$ cat config.mk
export PLATFORM = sky130hd
export DESIGN_NAME = fir_sample_loader
export DESIGN_NICKNAME = d
export VERILOG_FILES = /design/src/rtl/fir_sample_loader.sv
export SDC_FILE = /design/constraint.sdc
export NUM_CORES = 1
export LEC_CHECK = 0
export ABC_AREA = 1
export CAP_MARGIN = 20
export CORE_ASPECT_RATIO = 1.75
export CORE_MARGIN = 2
export CORE_UTILIZATION = 42
export CTS_CLUSTER_SIZE = 30
export DETAILED_ROUTE_END_ITERATION = 16
export SKIP_CTS_REPAIR_TIMING = 1
export SLEW_MARGIN = 5
export SYNTH_ARGS = -nofsm -noshare
export SYNTH_HDL_FRONTEND = slang
export SYNTH_SLANG_ARGS = --single-unit
$ cat constraint.sdc
create_clock -name clk -period 1.75 [get_ports clk]
set_input_delay 0.175 -clock clk [delete_from_list [all_inputs] [get_ports clk]]
set_output_delay 0.175 -clock clk [all_outputs]
set_load 0.005 [all_outputs]
$ cat src/rtl/fir_sample_loader.sv
// Feeder for the 5-tap FIR engine: packs a valid/ready sample stream into a frame RAM,
// zero-pads short frames, then hands the buffer to the FIR with a start/done handshake.
module fir_sample_loader #(
    parameter int DATA_WIDTH = 8,
    parameter int FRAME_LEN  = 16,
    parameter int ADDR_WIDTH = 4
) (
    input  logic                  clk,
    input  logic                  rst,
    input  logic                  s_valid,
    input  logic [DATA_WIDTH-1:0] s_data,
    input  logic                  s_last,
    output logic                  s_ready,
    output logic                  fir_start,
    input  logic                  fir_done,
    output logic [ADDR_WIDTH:0]   fir_len,
    input  logic [ADDR_WIDTH-1:0] fir_rd_addr,
    output logic [DATA_WIDTH-1:0] fir_rd_data,
    output logic [15:0]           frame_count
);

    localparam logic [ADDR_WIDTH-1:0] LAST_ADDR = ADDR_WIDTH'(FRAME_LEN - 1);
    localparam logic [ADDR_WIDTH:0]   FULL_LEN  = (ADDR_WIDTH + 1)'(FRAME_LEN);

    typedef enum logic [1:0] {
        FILL,
        PAD,
        START,
        BUSY
    } state_t;

    state_t                  state;
    state_t                  state_next;
    logic [ADDR_WIDTH-1:0]   wr_ptr;
    logic [ADDR_WIDTH-1:0]   wr_ptr_next;
    logic [ADDR_WIDTH:0]     fir_len_next;
    logic                    ram_we;
    logic [DATA_WIDTH-1:0]   ram_wdata;
    logic [DATA_WIDTH-1:0]   ram [2**ADDR_WIDTH];

    // Sample writes and pad writes share the single RAM write port at wr_ptr.
    always_comb begin
        state_next   = state;
        wr_ptr_next  = wr_ptr;
        fir_len_next = fir_len;
        ram_we       = 1'b0;
        ram_wdata    = '0;
        case (state)
            FILL: begin
                if (s_valid && s_ready) begin
                    ram_we    = 1'b1;
                    ram_wdata = s_data;
                    if (wr_ptr == LAST_ADDR) begin
                        fir_len_next = FULL_LEN;
                        wr_ptr_next  = '0;
                        state_next   = START;
                    end else begin
                        wr_ptr_next = wr_ptr + ADDR_WIDTH'(1);
                        if (s_last) begin
                            fir_len_next = {1'b0, wr_ptr} + (ADDR_WIDTH + 1)'(1);
                            state_next   = PAD;
                        end
                    end
                end
            end
            PAD: begin
                ram_we = 1'b1;
                if (wr_ptr == LAST_ADDR) begin
                    wr_ptr_next = '0;
                    state_next  = START;
                end else begin
                    wr_ptr_next = wr_ptr + ADDR_WIDTH'(1);
                end
            end
            START: state_next = BUSY;
            BUSY: begin
                if (fir_done) begin
                    state_next = FILL;
                end
            end
            default: state_next = FILL;
        endcase
    end

    // s_ready and fir_start are registered decodes of the next state, so they track state only.
    always_ff @(posedge clk) begin
        if (rst) begin
            state       <= FILL;
            wr_ptr      <= '0;
            fir_len     <= '0;
            s_ready     <= 1'b1;
            fir_start   <= 1'b0;
            frame_count <= '0;
        end else begin
            state     <= state_next;
            wr_ptr    <= wr_ptr_next;
            fir_len   <= fir_len_next;
            s_ready   <= (state_next == FILL);
            fir_start <= (state_next == START);
            if (state_next == START) begin
                frame_count <= frame_count + 16'd1;
            end
        end
    end

    always_ff @(posedge clk) begin
        if (ram_we && !rst) begin
            ram[wr_ptr] <= ram_wdata;
        end
    end

    // Read-first: a same-address write in this cycle is not visible until the next read.
    always_ff @(posedge clk) begin
        if (rst) begin
            fir_rd_data <= '0;
        end else begin
            fir_rd_data <= ram[fir_rd_addr];
        end
    end

endmodule

==> impl_metrics.yaml, run 1 <==
cells_and_area:
  final-seq-area_sq_um: 4580
  final_util_pct: 52.9
  multi_input_area_sq_um: 2000
  antenna_cells: 0
  drive_above_1_share_pct: 11.0
  final_area_sq_um: 8700
  fillCellCount: 1491
  layoutNonFillerInstCount: 1073
  layout.nets: 858
  area_delta_synth_final_pct: 22.6
floorplanning:
  die_y_um: 176
  pin_count: 48
  die_w_um: 102
  die_area_sq_um: 18000
  core_area_sq_um: 16400
  initial_core_util_pct: 43.2
  num_rows: 62
pwr:
  power.total_mw: 8.65
  power_density_nw_per_um2: 994
  vdd_drop_max_uv: 649
  cell_internal_pwr_mw: 6.58
  power.switching_mw: 2.07
  p_leak_nw: 3.64
  pwr-share-clk_pct: 41.3
  swShare_pct: 24.0
  pwr-share-seq_pct: 50.3
  pwr-share-comb_pct: 8.4
yosys:
  syn-num-nets: 773
  avgSynthCellArea_sq_um: 9.45
  ys_warn_count: 0
  synth-seq-area-share_pct: 64.6
  ys_ff_latch: 165
  synth_area_sq_um: 7100
  ys_types: 29
  synth-async-reset-ratio_pct: 0
  ys.flop_type: "edfxtp_1"
  syn-instance-count: 751
  synth-edff-count: 128
setup_path:
  crit_path_frequent_cell: "nand2_1"
  cp_top_family: "simple AND/OR/NAND/NOR gates"
  cp.arrival_ns: 1.77
  crit_fanout: 8
  max_stage_delay_ns: 0.33
  crit_required_ns: 1.88
  start_kind: "flip-flop"
  critPathKind: "reg -> reg"
  crit_path_end_kind: "flip-flop"
  cp_slowest_cell: "dfxtp_1"
  critPathBufInv: 3
  cp_cell_sequence: "inv_1 > nand3_1 > nand2_1 > nand2_1 > inv_1 > nand2_1 > nor2_1 > buf_4"
global_routing:
  grt_pass1_wl_um: 27300
  overflow: 0
  grt_usage_pct: 20.6
  grt_pass1_vias: 5389
  antenna_found_initial: 0
  grt_max_degree: 65
place:
  dpl_cell_area_sq_um: 8130
  dp_hpwl_um: 12800
  placed_cells: 1041
  pre_cts_slack_ns: -0.161
  portBuffers: 47
  place.gp.congestion: 0.898
clock_tree:
  cts_buffers: 17
  htreeDepth: 4
  clockRootBuffer: "clkbuf_16"
  cts_tree: "yes"
  clk_latency_ns: 0.42
  cts_sinks: 165
  clk_pin_slew_ns: 0.06
  ctsLongestPathBuffers: 2
timing:
  layout_min_cycle_time_ns: 1.63
  fin_setup_tns_ns: 0
  slew_headroom_pct: 64.1
  rsz0062_at_grt: "no"
  setup_violations: 0
  fin_worst_skew_ns: 0.00799
  tightest_slew_ns: 0.537
  holdWs_ns: 0.469
  fmax_mhz: 612
  drv_slew: 0
  fin_crit_sh_pct: 93.4
  timing.final.ws_setup_ns: 0.115
  hold_viol: 0
route:
  routedWlPerCell_um: 16.2
  drc: 0
  via_count: 5255
  first_pass_iters: 5
  ant_nets: 0
  routed_via_density: 4.90
  first_iter_violations: 280
  wirelength_um: 17400
flow_run:
  max_cap_viol_count: 0
worst_hold_path:
  hp-class: "reg -> reg"
status:
  status: "finished, final reports clean"
-- layer usage --
layer  vias up  share of wire, %  global-route usage (%)
met5         -                 0                       0
met4         0               5.0                    11.6
met3        60               3.3                    3.33
met2       155                56                    39.1
met1      2450                36                    20.5
li1       2590                 -                       -
-- Yosys cell counts (2+ instances only) --
master | instances | area share [%]
a21oi_1 | 23 | 1.6
buf_2 | 14 | 0.99
clkbuf_1 | 13 | 0.69
dfxtp_1 | 37 | 10
edfxtp_1 | 128 | 54
ha_1 | 5 | 0.88
inv_1 | 99 | 5.2
inv_2 | 2 | 0.11
nand2_1 | 249 | 13
nand2_2 | 4 | 0.35
nand3_1 | 92 | 6.5
nand4_1 | 2 | 0.18
nor2_1 | 55 | 2.9
nor2_4 | 2 | 0.32
nor3_1 | 4 | 0.28
o21ai_0 | 8 | 0.56
o21bai_1 | 2 | 0.21
-- cell families (layout without fill, tap and decap cells) --
family	after synthesis	count (layout)	share of synthesized area [%]
buf+inv	130	228	7.23
simple gates	412	412	24.1
fa+ha+maj	5	5	0.881
xor+xnor	1	1	0.123
compound gates	38	38	3.05
flops	165	165	64.6
-- path summary, 6_finish.rpt --
kind         slack (ns)          to        from  depth (start not counted)
max reg2reg        0.12  ram[14][5]    state[1]                          8
min reg2reg        0.47  fir_len[4]  fir_len[4]                          2
max                0.12  ram[14][5]    state[1]                          8
min                0.47  fir_len[4]  fir_len[4]                          2
-- power by group through the flow --
stage | registers [mW] | logic, mW | clock network (mW)
5_1_grt | 4.36 | 0.795 | 3.77
3_5_place_dp | 4.44 | 0.724 | 0
3_3_place_gp | 4.44 | 0.720 | 0
2_1_floorplan | 4.44 | 0.374 | 0
4_1_cts | 4.35 | 0.727 | 3.63
6_report | 4.35 | 0.725 | 3.57
-- area by class of cell --
class / instances / share of cell area [%]
Inverter: 101 / 4.36
Sequential cell: 165 / 52.7
Clock inverter: 14 / 1.60
Clock buffer: 18 / 4.93
Tap cell: 224 / 3.22
Timing Repair Buffer: 95 / 10.2
Multi-Input combinational cell: 456 / 23.0
-- tightest hold or removal path: cells and delay by family (launching register included) --
kind	cells	cell delay [ns]
and+or+nand+nor	1	0.06
DFF	1	0.31
AOI/OAI and AO/OA	1	0.05
-- flip-flops by register name, indices dropped and copies added, names as in the netlist --
register / flops
fir_len: 5
state: 2
fir_rd_data: 8
wr_ptr: 4
frame_count: 16
s_ready: 1
fir_start: 1
ram: 128
-- placed cells by master (no fill, tap or decap), types with 5 or more instances in the layout --
| cell type | instances |
|---|---|
| clkbuf_16 | 17 |
| buf_12 | 5 |
| dfxtp_1 | 37 |
| nand2_1 | 248 |
| o21ai_0 | 8 |
| nand3_1 | 92 |
| nand2_2 | 5 |
| clkdlybuf4s50_1 | 46 |
| buf_4 | 43 |
| nor2_1 | 55 |
| edfxtp_1 | 128 |
| a21oi_1 | 23 |
| inv_1 | 99 |
| inv_6 | 8 |
| ha_1 | 5 |
Note: power is estimated with default switching activity, not from simulation.
==> run 2, diff against run 1 <==
- CAP_MARGIN: 20 -> 0
- RECOVER_POWER: not set -> 100
==> impl_metrics.yaml, run 2 (synthesis results as in run 1) <==
timing:
  tightest_slew_ns: 0.703
  fin_crit_sh_pct: 94.1
  drv_slew: 0
  fmax_mhz: 608
  slew_headroom_pct: 53.1
  layout_min_cycle_time_ns: 1.65
  hold_viol: 0
  setup_violations: 0
  fin_worst_skew_ns: 0.00753
  rsz0062_at_grt: "no"
  fin_setup_tns_ns: 0
clock_tree:
  cts_sinks: 165
  cts_buffers: 17
  clk_latency_ns: 0.42
  htreeDepth: 4
  ctsLongestPathBuffers: 2
  clk_pin_slew_ns: 0.07
  clockRootBuffer: "clkbuf_16"
  cts_tree: "yes"
route:
  drc: 0
  ant_nets: 0
  first_pass_iters: 5
  routedWlPerCell_um: 16.2
  via_count: 5258
  wirelength_um: 17400
  first_iter_violations: 321
  routed_via_density: 4.90
setup_path:
  crit_fanout: 8
  crit_required_ns: 1.88
  crit_path_end_kind: "flip-flop"
  cp_cell_sequence: "ha_1 > inv_1 > nor2_4 > nand2_4 > nor2_1 > clkbuf_4"
  critPathKind: "reg -> reg"
  max_stage_delay_ns: 0.38
  reg2reg_slack_ns: 0.10
  start_kind: "flip-flop"
  cp.arrival_ns: 1.77
  cp_slowest_cell: "dfxtp_1"
place:
  place.gp.congestion: 0.898
  dp_hpwl_um: 12800
  dpl_cell_area_sq_um: 8130
  portBuffers: 47
cells_and_area:
  antenna_cells: 0
  reg_top3: "ram x128, frame_count x16, fir_rd_data x8"
  final_common_cell: "nand2_1"
  final_util_pct: 52.4
  drive_above_1_share_pct: 10.0
  largest_register_ff_count: 128
  layout.nets: 858
  final_cell_mix: "250 x nand2_1, 128 x edfxtp_1, 99 x inv_1"
  area_delta_synth_final_pct: 21.4
  top_register: "ram"
  final_area_sq_um: 8620
floorplanning:
  initial_core_util_pct: 43.2
  die_w_um: 102
  die_area_sq_um: 18000
  die_y_um: 176
  pin_count: 48
  core_area_sq_um: 16400
  num_rows: 62
global_routing:
  antenna_found_initial: 0
  grt_pass1_vias: 5389
  overflow: 0
  grt_usage_pct: 20.6
  grt_pass1_wl_um: 27300
  grt_max_degree: 65
pwr:
  power_density_nw_per_um2: 999
  vdd_drop_max_uv: 653
  p_leak_nw: 3.69
flow_run:
  max_cap_viol_count: 0
worst_hold_path:
  hp-class: "reg -> reg"
status:
  status: "finished, final reports clean"
-- run 2: cell types whose count changed in the layout (fill, tap and decap cells not counted), sizes merged --
cell / delta
buf: -26
clkbuf: +26
clkdlybuf4s50: -31
dlygate4sd3: +31
-- run 2: per-layer routing --
metal	GRT usage, %	part of all wire [%]	routed length [um]	up-vias
met3	3.33	3.6	622	62
met1	20.5	35	6080	2441
met5	0	0	0	-
met2	39.1	56	9770	163
met4	11.6	5.2	900	0
li1	-	-	-	2592
-- run 2: worst paths after layout --
check | startpoint | cells after the start | endpoint
min reg2reg | fir_len[0] | 2 | fir_len[0]
min | fir_len[0] | 2 | fir_len[0]
max | wr_ptr[1] | 6 | ram[15][3]
max reg2reg | wr_ptr[1] | 6 | ram[15][3]
-- run 2: cell type report --
cell class / instances / area (sq um)
fillers: 1512 / 7830
flip-flops and latches: 165 / 4580
multi-input cells: 456 / 2000
repair buffers: 95 / 806
clock buffers: 18 / 429
inverters: 101 / 379
well taps: 224 / 280
clock inverters: 14 / 139
-- run 2: report_power, final --
part	internal (mW)	total, mW	leakage, nW	switching, mW
sequential	4.32	4.35	1.47	0.0332
clock	1.99	3.57	0.266	1.58
combinational	0.230	0.688	1.95	0.458
-- run 2: per-stage QoR --
stage / setup slack (ns) / hold WS [ns] / total power, mW / instances
after CTS: 0.130 / 0.463 / 8.70 / 1073
after floorplan: -0.0304 / 0.390 / 4.81 / 751
after global routing: 0.00261 / 0.507 / 8.89 / 1073
after detailed placement: -0.161 / 0.460 / 5.16 / 1041
final: 0.104 / 0.469 / 8.61 / 1073
after global placement: -0.125 / 0.461 / 5.16 / 1041
-- run 2: critical path: cells and delay by family, from the launching register on --
family                   cells  cell delay, ns
adder cells (fa/ha/maj)      1            0.23
AND/OR/NAND/NOR              3            0.37
flip-flops                   1            0.38
buffers and inverters        2            0.36
